## config.mk

```make
export PLATFORM = sky130hd
export DESIGN_NAME = axisv_pattern_gen
export DESIGN_NICKNAME = d
export VERILOG_FILES = /design/src/rtl/axisv_pattern_gen.sv
export SDC_FILE = /design/constraint.sdc
export NUM_CORES = 1
export LEC_CHECK = 0
export BUFFER_PORTS_ARGS = -buffer_cell sky130_fd_sc_hd__buf_2
export CORE_MARGIN = 2
export CORE_UTILIZATION = 44
export DETAILED_ROUTE_END_ITERATION = 8
export GPL_ROUTABILITY_DRIVEN = 0
export HOLD_SLACK_MARGIN = 0.1
export PLACE_DENSITY = 0.66
export RECOVER_POWER = 25
export SLEW_MARGIN = 15
export SYNTH_ARGS = -nofsm -noshare
export SYNTH_HDL_FRONTEND = slang
export SYNTH_SLANG_ARGS = --single-unit
```

## constraint.sdc

```tcl
create_clock -name aclk_i -period 4.93 [get_ports aclk_i]
set_input_delay 0.986 -clock aclk_i [delete_from_list [all_inputs] [get_ports aclk_i]]
set_output_delay 0.986 -clock aclk_i [all_outputs]
set_load 0.03 [all_outputs]
```

## src/rtl/axisv_pattern_gen.sv

```systemverilog
// AXI-Stream video test pattern source (bars/ramp/checker/solid); one beat per cycle, zero startup bubble after trigger.
// Back-pressure: on tready=0 the counters and the tdata/tlast/tuser outputs hold.
module axisv_pattern_gen #(
  parameter int H_PIXEL_COUNT = 800,
  parameter int V_PIXEL_COUNT = 480,
  parameter int CHANNEL_WIDTH = 6,
  parameter int NUM_CHANNELS  = 3,
  parameter int BAR_SHIFT     = 6,
  parameter int CHECK_SHIFT   = 4,
  parameter int FRAME_GAP     = 4,
  localparam int DATA_WIDTH   = CHANNEL_WIDTH * NUM_CHANNELS
) (
  input  logic                  aclk_i,
  input  logic                  rst_ni,
  output logic [DATA_WIDTH-1:0] m_axis_tdata,
  output logic                  m_axis_tvalid,
  input  logic                  m_axis_tready,
  output logic                  m_axis_tlast,
  output logic                  m_axis_tuser,
  input  logic                  trigger_i,
  input  logic                  stop_i,
  input  logic                  continuous_i,
  input  logic [1:0]            mode_i,
  input  logic [DATA_WIDTH-1:0] color_i,
  output logic                  active_o,
  output logic                  frame_done_o,
  output logic [15:0]           frame_cnt_o
);

  localparam int CW = $clog2(H_PIXEL_COUNT) + 1;
  localparam int RW = $clog2(V_PIXEL_COUNT) + 1;
  localparam int GW = $clog2(FRAME_GAP + 1) + 1;

  typedef enum logic [1:0] {IDLE, RUN, GAP} state_t;

  state_t                  state_q, state_d;
  logic [CW-1:0]           col_q, col_d;
  logic [RW-1:0]           row_q, row_d;
  logic [GW-1:0]           gap_q, gap_d;
  logic [15:0]             cnt_q, cnt_d;
  logic                    stop_q, stop_d;
  logic                    done_q, done_d;
  logic [1:0]              mode_q, mode_d;
  logic [DATA_WIDTH-1:0]   color_q, color_d;

  logic                    run, beat, last_col, last_row;
  logic [2:0]              bar;
  logic                    chk;
  logic [CHANNEL_WIDTH-1:0] ramp;
  logic [DATA_WIDTH-1:0]   pat;

  assign run      = (state_q == RUN);
  assign beat     = run && m_axis_tready;
  assign last_col = (col_q == CW'(H_PIXEL_COUNT - 1));
  assign last_row = (row_q == RW'(V_PIXEL_COUNT - 1));

  always_comb begin
    state_d = state_q;
    col_d   = col_q;
    row_d   = row_q;
    gap_d   = gap_q;
    cnt_d   = cnt_q;
    stop_d  = stop_q;
    done_d  = 1'b0;
    mode_d  = mode_q;
    color_d = color_q;
    case (state_q)
      IDLE: begin
        if (trigger_i) begin
          state_d = RUN;
          col_d   = '0;
          row_d   = '0;
          mode_d  = mode_i;
          color_d = color_i;
          stop_d  = stop_i;
        end
      end
      RUN: begin
        if (stop_i) stop_d = 1'b1;
        if (beat) begin
          if (!last_col) begin
            col_d = col_q + 1'b1;
          end else begin
            col_d = '0;
            if (!last_row) begin
              row_d = row_q + 1'b1;
            end else begin
              row_d  = '0;
              done_d = 1'b1;
              cnt_d  = cnt_q + 16'd1;
              if (continuous_i && !stop_q && !stop_i) begin
                // With no gap the next frame starts on the very next cycle.
                if (FRAME_GAP == 0) begin
                  mode_d  = mode_i;
                  color_d = color_i;
                end else begin
                  state_d = GAP;
                  gap_d   = '0;
                end
              end else begin
                state_d = IDLE;
                stop_d  = 1'b0;
              end
            end
          end
        end
      end
      GAP: begin
        if (stop_i) begin
          state_d = IDLE;
          stop_d  = 1'b0;
        end else if (gap_q == GW'(FRAME_GAP - 1)) begin
          state_d = RUN;
          mode_d  = mode_i;
          color_d = color_i;
        end else begin
          gap_d = gap_q + 1'b1;
        end
      end
      default: state_d = IDLE;
    endcase
  end

  always_ff @(posedge aclk_i or negedge rst_ni) begin
    if (!rst_ni) begin
      state_q <= IDLE;
      col_q   <= '0;
      row_q   <= '0;
      gap_q   <= '0;
      cnt_q   <= '0;
      stop_q  <= 1'b0;
      done_q  <= 1'b0;
      mode_q  <= '0;
      color_q <= '0;
    end else begin
      state_q <= state_d;
      col_q   <= col_d;
      row_q   <= row_d;
      gap_q   <= gap_d;
      cnt_q   <= cnt_d;
      stop_q  <= stop_d;
      done_q  <= done_d;
      mode_q  <= mode_d;
      color_q <= color_d;
    end
  end

  // Pattern is a pure function of registered state, so it holds during stalls.
  assign bar  = 3'({3'b000, col_q} >> BAR_SHIFT);
  assign chk  = (((col_q >> CHECK_SHIFT) ^ CW'(row_q >> CHECK_SHIFT)) & CW'(1)) != '0;
  assign ramp = CHANNEL_WIDTH'(16'(col_q) + cnt_q);

  always_comb begin
    pat = '0;
    if (mode_q == 2'd3) begin
      pat = color_q;
    end else begin
      for (int c = 0; c < NUM_CHANNELS; c++) begin
        case (mode_q)
          2'd0:    pat[c*CHANNEL_WIDTH +: CHANNEL_WIDTH] = {CHANNEL_WIDTH{bar[c % 3]}};
          2'd1:    pat[c*CHANNEL_WIDTH +: CHANNEL_WIDTH] = ramp;
          default: pat[c*CHANNEL_WIDTH +: CHANNEL_WIDTH] = {CHANNEL_WIDTH{chk}};
        endcase
      end
    end
  end

  assign m_axis_tdata  = run ? pat : '0;
  assign m_axis_tvalid = run;
  assign m_axis_tlast  = run && last_col;
  assign m_axis_tuser  = run && (col_q == '0) && (row_q == '0);
  assign active_o      = (state_q != IDLE);
  assign frame_done_o  = done_q;
  assign frame_cnt_o   = cnt_q;

endmodule

```

==> results.txt <==
----------------------------------------------------
[Run status]
  Result of the run ... finished, violations left
  Violations in the final reports ... capacitance limit, slew limit

[Layout]
  Fill count ... 800
  Most common cell after layout, fill and taps aside ... dfrtp_1
  Share of cells above drive strength 1 ... 0.259
  Final antenna diode count ... 0
  Area of the multi-input gates ... 2120 um2
  Reg area ... 1630 um2
  Area of all placed cells without fillers ... 4500 um2
  Filler-free cell count of the finished design ... 560
  Net total in the final layout ... 489
  Synth-to-layout area growth ... 16.3%
  Top library cells by usage in the layout, fill and taps aside ... dfrtp_1 (65), buf_2 (63), nor2_1 (28)

[CTS]
  # resized after CTS ... 0
  Clock transition time at the flip-flop clock pins of the worst setup and hold paths ... 80 ps
  Post-CTS setup buffer count ... 0
  Clk Tree Root Cell ... clkbuf_8
  Clock Sink Count ... 65
  TritonCTS buffer count ... 9
  Hold-fix buffers, CTS ... 0
  Clock tree buffer depth ... 2
  Source-to-sink clock delay at the later pin of the worst-skew pair ... 350 ps
  CTS tree ... done
  H-tree lvl count ... 3

[Timing]
  Final count of pins violating max slew ... 68
  Final count of negative-setup-slack endpoints ... 0
  Worst Setup Slack, final ... 915 ps
  Final hold violations ... 0
  Worst clock skew ... 9.49 ps
  Setup repair after global routing missed its margin ... false
  Maximum operating frequency ... 249 MHz
  Fin crit share ... 0.814
  Fin crit period ... 4020 ps
  Headroom to the max-slew limit ... -0.282
  Transition time at the pin with the least slew margin ... 1920 ps
  Final TNS setup ... 0 ps

[GRT]
  Number of global-route vias before repair ... 3,064
  Pin count of the biggest net entering global routing ... 37
  Number of antenna violations at the first check in global routing ... 0
  Global-route wire length before repair ... 15,000 um
  Overall track demand over capacity in global routing ... 0.190
  Remaining Overflow, GRT ... 0

[Placement]
  Placed inst area ... 4260 um2
  DPL Wire Length ... 6300 um
  DP Cell Count ... 544
  Pre-CTS setup slack ... 1360 ps
  Number of port buffers ... 64

[Logic synthesis]
  Summed instance area of the synthesized netlist ... 3870 um2
  Flop and latch count out of synthesis ... 65
  Syn. warnings ... 0
  Register area share after synthesis ... 0.420
  Top_reg_cell synth ... dfrtp_1
  Count of different cell masters after synthesis ... 57
  EDFF count, synth ... 0
  Mean area per synthesized cell ... 10.0 um2
  Share of flip-flops with an asynchronous set or reset after synthesis ... 1.00
  Net count of the mapped netlist ... 428
  Gate count of the mapped netlist ... 386

[Critical path]
  Critical-path maximum fanout ... 22
  Cells on worst reg2reg path ... 7
  Buffer and inverter count on the worst path ... 3
  Endpoint class of the critical path ... output port
  Cell chain of the critical path ... inv_1 > ha_1 > inv_1 > or3_1 > mux2i_1 > a221o_1 > buf_2
  Cell type group with the largest total delay on the critical path ... buffers and inverters
  Critical register-to-register path endpoint ... gap_q[0]
  Slowest stage delay, CP ... 500 ps
  Crit path launch type ... register
  Required time at the worst-slack endpoint ... 3940 ps
  Reg2reg setup slack ... 2080 ps
  CP startpoint ... state_q[1]
  Worst Setup Path Type ... reg2out
  Data arrival time of the critical path ... 3030 ps
  Most frequent cell on the critical path ... inv_1
  Slowest cell on the critical path ... ha_1
  Launch point of the worst reg-to-reg path ... state_q[1]

[Hold path]
  Worst Hold Launch ... frame_cnt_o[15]
  Hold Crit Depth ... 1
  Tightest Hold Check Type ... reg2reg
  Worst Hold Endpoint ... frame_cnt_o[15]

[Route]
  Initial detailed-routing violation count ... 132
  TritonRoute pass-1 iters ... 4
  Average detailed-routed wire length per instance ... 15.5 um
  DRT Wirelength ... 8680 um
  Post-detailed-route count of antenna-violating nets ... 0
  Routed vias ... 3,122
  Routed via count divided by cell count ... 5.58
  # DRC ... 0

[Floorplan]
  Die Wd ... 97.8 um
  Placement Rows ... 34
  Die area ... 9560 um2
  # IOs ... 65
  Total core area ... 8640 um2
  DIE HEIGHT ... 97.8 um
  Effective utilization at floorplan ... 0.448

[Pwr]
  Peak VDD IR ... 0.365 mV
  Static Leakage ... 2.17 nW
  P per Cell Area ... 560 nW/um2
  Final Power ... 0.00252 W

[Run]
  Max_cap viols ... 2

----------------------------------------------------
[metrics by stage]
stage / hold slack [ps] / utilization
final: 469 / 0.521
after global routing: 498 / 0.521
after CTS: 480 / 0.522
after detailed placement: 469 / 0.494
after global placement: 457 / 0.494
after floorplan: 481 / -
[per-layer routing]
layer	global-route usage	up-vias	share of wire
met1	0.271	1516	0.47
met2	0.288	76	0.46
met5	0	-	0
met4	0.0630	0	0.012
met3	0.0444	11	0.056
li1	-	1519	-
[worst reg2reg max path, delay by kind of cell (launching register included)]
| family | cells | cell delay [ps] |
|---|---|---|
| compound gates | 1 | 630 |
| fa+ha+maj | 1 | 380 |
| buf+inv | 2 | 740 |
| flops | 1 | 410 |
| mux | 1 | 320 |
| simple gates | 2 | 270 |
[where the power goes]
| part | internal, W | switching [W] | total (W) |
|---|---|---|---|
| Sequential | 0.000657 | 0.000139 | 0.000796 |
| Clock | 0.000337 | 0.000222 | 0.000559 |
| Combinational | 0.000437 | 0.000728 | 0.00116 |
| Total | 0.00143 | 0.00109 | 0.00252 |
[registers in the layout, summed over array words and instances, names as in the netlist]
register      cells
frame_done_o      1
stop_q            1
mode_q            2
col_q            11
color_q          18
state_q           2
frame_cnt_o      16
gap_q             4
row_q            10
[area by class of cell]
cell class	count	area share
timing repair buffer	66	0.0734
tap	108	0.0300
clock inverter	7	0.0261
clock buffer	9	0.0275
inverter	13	0.0108
multi-input combinational	292	0.471
sequential	65	0.361
[worst max-delay path by stage]
stage                                   to  slack, ps  cells after the start
final                     m_axis_tdata[11]        910                      7
after global routing       m_axis_tdata[4]        630                      7
after CTS                 m_axis_tdata[11]        890                      7
after detailed placement  m_axis_tdata[11]       1360                      7
after global placement     m_axis_tdata[5]       1490                      7
after floorplan            m_axis_tdata[2]       1840                      6
[cell families (layout without fill, tap and decap cells)]
family | Yosys count | after routing | share of synthesized area
AOI/OAI and AO/OA | 82 | 82 | 0.147
xor gates and xnor gates | 29 | 29 | 0.0657
adders and majority gates | 16 | 16 | 0.0537
buffers and inverters | 29 | 95 | 0.0320
DFF | 65 | 65 | 0.420
muxes | 26 | 26 | 0.0754
and+or+nand+nor | 139 | 139 | 0.206
[cells in the mapped netlist (all sizes together) (2+ instances only)]
library cell	instances	area, um2
a21o	15	113
a21oi	26	130
a221o	3	30.0
and2	4	25.0
and3	12	77.6
and4	5	43.8
buf	8	42.5
clkbuf	8	32.5
dfrtp	65	1630
ha	15	188
inv	13	48.8
mux2	22	251
mux2i	4	40.0
nand2	22	90.1
nand2b	2	12.5
nand3	25	138
nand4	14	87.6
nor2	29	111
nor2b	5	31.3
nor3	5	47.5
nor4	6	52.6
nor4b	2	17.5
o211ai	8	60.1
o21ai	14	81.3
o21bai	2	15.0
o2bb2ai	3	26.3
or3	4	30.0
xnor2	22	193
xor2	7	61.3
(Power assumes the default switching activity.)
